--- src/rtl/consecutive_number_if.sv ---
// rtl/consecutive_number_if.sv - serial bit in / detect flag out bundle for consecutive_number
//
// Purpose: groups the serial data bit and the detect flag of the run-length detector.
// Signals:
//   x : serial data bit, driven by the bit source (master)
//   y : detect flag, driven by the detector (slave)
interface consecutive_number_if;
  logic x;
  logic y;

  modport master (output x, input y);
  modport slave  (input x, output y);
endinterface

--- src/rtl/consecutive_number.sv ---
// rtl/consecutive_number.sv - serial run-length detector, flags RUN_LEN consecutive 1s
//
// Purpose: Moore FSM that samples bus.x on every rising clk edge and raises bus.y while
//          the most recent RUN_LEN samples were all 1. The state register is a saturating
//          run counter: value k means the last k samples were 1, value RUN_LEN is detect.
// Ports:
//   clk      : system clock, rising edge
//   rst      : asynchronous active-high reset, forces S0 (y=0) immediately
//   bus.x    : serial data bit in
//   bus.y    : detect flag out, decoded from state only (no path from x)
// Parameters:
//   RUN_LEN  : consecutive 1s required, 2..15
//   CNT_W    : state register width, 2**CNT_W > RUN_LEN
module consecutive_number #(
  parameter int RUN_LEN = 3,
  parameter int CNT_W   = 4
) (
  input  logic                 clk,
  input  logic                 rst,
  consecutive_number_if.slave  bus
);

  localparam logic [CNT_W-1:0] S_IDLE = '0;
  localparam logic [CNT_W-1:0] S_DET  = CNT_W'(RUN_LEN);

  logic [CNT_W-1:0] cnt_q;
  logic [CNT_W-1:0] cnt_d;

  always_comb begin
    cnt_d = S_IDLE;
    if (cnt_q > S_DET) begin
      // Encodings above the detect state are unreachable; fall back to idle.
      cnt_d = S_IDLE;
    end else if (bus.x) begin
      // Saturate in the detect state so overlapping runs keep y high.
      cnt_d = (cnt_q == S_DET) ? S_DET : cnt_q + 1'b1;
    end else begin
      cnt_d = S_IDLE;
    end
  end

  always_ff @(posedge clk or posedge rst) begin
    if (rst) begin
      cnt_q <= S_IDLE;
    end else begin
      cnt_q <= cnt_d;
    end
  end

  // Exact compare keeps y low in every illegal encoding as well.
  assign bus.y = (cnt_q == S_DET);

endmodule

--- src/flat_wrapper.sv ---
// flat-port wrapper written by rule: the top's interface ports become plain ports
module consecutive_number_flat 
#(
  parameter int RUN_LEN = 3,
  parameter int CNT_W   = 4
)
  (clk, rst, bus_x, bus_y);
  consecutive_number_if bus_i ();
  input  logic clk;
  input  logic rst;
  input wire logic [$bits(bus_i.x)-1:0] bus_x;
  output wire logic [$bits(bus_i.y)-1:0] bus_y;
  assign bus_i.x = bus_x;
  assign bus_y = bus_i.y;
  consecutive_number #(.RUN_LEN(RUN_LEN), .CNT_W(CNT_W)) u_core (.clk(clk), .rst(rst), .bus(bus_i));
endmodule
--- config.mk ---
export PLATFORM = sky130hd
export DESIGN_NAME = consecutive_number_flat
export DESIGN_NICKNAME = d
export VERILOG_FILES = /design/src/rtl/consecutive_number_if.sv /design/src/rtl/consecutive_number.sv /design/src/flat_wrapper.sv
export SDC_FILE = /design/constraint.sdc
export NUM_CORES = 1
export LEC_CHECK = 0
export CAP_MARGIN = 20
export CELL_PAD_IN_SITES_DETAIL_PLACEMENT = 0
export CELL_PAD_IN_SITES_GLOBAL_PLACEMENT = 1
export CORE_AREA = 2 2 39 41
export DETAILED_ROUTE_END_ITERATION = 8
export DIE_AREA = 0 0 41 43
export DONT_BUFFER_PORTS = 1
export PLACE_DENSITY = 0.3
export SETUP_SLACK_MARGIN = 0.5
export SLEW_MARGIN = 20
export SYNTH_ARGS = -nofsm -noshare
export SYNTH_HDL_FRONTEND = slang
export SYNTH_SLANG_ARGS = --single-unit
--- constraint.sdc ---
create_clock -name clk -period 2.4 [get_ports clk]
set_clock_uncertainty 0.05 [all_clocks]
set_input_delay 0.24 -clock clk [delete_from_list [all_inputs] [get_ports clk]]
set_output_delay 0.24 -clock clk [all_outputs]
set_load 0.01 [all_outputs]
==> metrics.yaml <==
ff2ff_path_depth: 3
cp-start-kind: "flop"
pwr-share-clk_pct: 51.3
die_w_um: 41
cp.required_ps: 2110
cp_max_fo: 3
wl_met3_um: 20
largest_register_ffs: 4
power_leakage_nw: 0.1018
start_util_pct: 12.12
antenna_cells: 0
clk_path_buf_depth: 2
stdcell_area_sq_um: 224.0
m1WireLength_um: 131
reg2reg_to: "u_core.cnt_q[1]$_DFF_PP0_"
timing.fmax_mhz: 715.5
maxCapViolations: 0
antenna_found_initial: 0
core-area_sq_um: 1384
routed-wl-met2_um: 130
synth_seq_cells: 4
endpoint: "bus_y"
fp-row-count: 14
top_regs: "u_core.cnt_q (4)"
dp_cells: 29
first_iter_violations: 1
post_drt_wl_per_cell_um: 8.545
reg2reg_slack_ps: 1330
p_total_mw: 0.1624
fin_cells: 33
cp-end-kind: "output pin"
grt_usage_pct: 4.848
top_layer: "met3"
p_int_mw: 0.1296
combPwrFrac_pct: 3.9
dp_hpwl_um: 216.7
cts.htree.levels: 1
ys_seq_area_share_pct: 59.70
drc: 0
status: "completed"
fillerInstances: 153
slew_violations: 0
switching_power_mw: 0.03273
portBuffers: 0
drive_above_1_share_pct: 29.41
reg2reg_from: "u_core.cnt_q[0]$_DFF_PP0_"
yosysUniqueCellTypes: 8
cp-startpoint: "u_core.cnt_q[0]$_DFF_PP0_"
sequentialPowerShare_pct: 44.8
ctsHoldBuffers: 1
whs_ps: 144.9
gp_congestion: 0.5245
regMostFlops: "u_core.cnt_q"
cts.sinks: 4
peakVddDrop_uv: 277.2
synthesis.area_sq_um: 167.7
area_delta_synth_final_pct: 33.58
hold_path_class: "input port to flop"
setup_slack_ps: 1002
die_h_um: 43
worstPathArrival_ps: 1110
cts_tree: "done"
nets: 23
path_clk_slew_ps: 40
tns_ps: 0
dr.pass1.iters: 2
dpl-instance-area_sq_um: 191.4
powerDensity_nw_per_um2: 724.9
avgViaCountPerCell: 3.061
rsz0062_at_grt: "no"
fin_util_pct: 16.18
min_period_ps: 1398
ant_nets: 0
grt_max_degree: 5
numCtsBuffers: 3
period_share_pct: 58.24
crit_type: "flop to output pin"
post_cts_buffers: 0
wl_um: 282
grt_pass1_wl_um: 469
grt-ovfl-total: 0
dpl_worst_slack_ps: 1224
hold_violations: 0
grt_pass1_vias: 117
synth_warnings: 0
p_sw_share_pct: 20.16
dieArea_sq_um: 1763
cts_resized: 0
setup_violations: 0
clock-root-buffer: "clkbuf_4"
synth_cells: 12
via_count: 101
io_pins: 4
avgSynthCellArea_sq_um: 13.97
worstSkewPairLatency_ps: 230
critical path, stage by stage (launching register included):
cell	delay [ps]
dfrtp_1	330
ha_1	180
nor3b_1	360
worst min-delay path by stage:
stage / from / endpoint / depth (start not counted)
floorplan: rst / u_core.cnt_q[0]$_DFF_PP0_ / 1
global placement: rst / u_core.cnt_q[2]$_DFF_PP0_ / 1
detailed placement: rst / u_core.cnt_q[2]$_DFF_PP0_ / 1
CTS: bus_x / u_core.cnt_q[0]$_DFF_PP0_ / 1
global route: bus_x / u_core.cnt_q[1]$_DFF_PP0_ / 1
finish: bus_x / u_core.cnt_q[1]$_DFF_PP0_ / 1
power groups by stage:
| stage | logic, mW | registers, mW | clock network (mW) |
|---|---|---|---|
| 3_5_place_dp | 0.00515 | 0.0737 | 0 |
| 6_report | 0.00628 | 0.0728 | 0.0833 |
| 4_1_cts | 0.00645 | 0.0728 | 0.0887 |
| 2_1_floorplan | 0.00433 | 0.0732 | 0 |
| 5_1_grt | 0.00730 | 0.0732 | 0.0935 |
| 3_3_place_gp | 0.00489 | 0.0737 | 0 |
layout make-up:
class / instances / area (sq um) / area share, %
clock buffer: 3 / 22.52 / 10.06
inverter: 1 / 3.754 / 1.676
multi-input combinational: 8 / 67.56 / 30.17
sequential: 4 / 100.1 / 44.69
tap: 16 / 20.02 / 8.939
timing repair buffer: 1 / 10.01 / 4.469
metal layers:
metal,up-vias,global-route usage [%]
met5,-,0
met4,0,4.000
met3,0,6.283
met2,2,4.375
met1,50,5.246
li1,49,-
layout by cell type, fill, tap and decap left out:
| cell type | n |
|---|---|
| ha_1 | 1 |
| dfrtp_1 | 4 |
| conb_1 | 2 |
| nor3b_1 | 1 |
| nor2b_1 | 1 |
| inv_1 | 1 |
| clkbuf_4 | 3 |
| nor2_1 | 1 |
| nor4b_2 | 2 |
| dlygate4sd3_1 | 1 |
Yosys cell counts, drive strengths merged:
| cell | n | area [sq um] |
|---|---|---|
| conb | 1 | 3.750 |
| nor2 | 1 | 3.750 |
| inv | 1 | 3.750 |
| nor3b | 1 | 7.510 |
| dfrtp | 4 | 100.1 |
| nor4b | 2 | 30.03 |
| nor2b | 1 | 6.260 |
| ha | 1 | 12.51 |
kinds of logic (layout without fill, tap and decap cells):
group	count (synthesis)	in the layout	synth area share, %
DFF	4	4	59.70
buffers and inverters	1	5	2.237
and+or+nand+nor	5	5	28.36
other	1	2	2.237
adders and majority gates	1	1	7.461
Power figures use the tool's default switching activity.
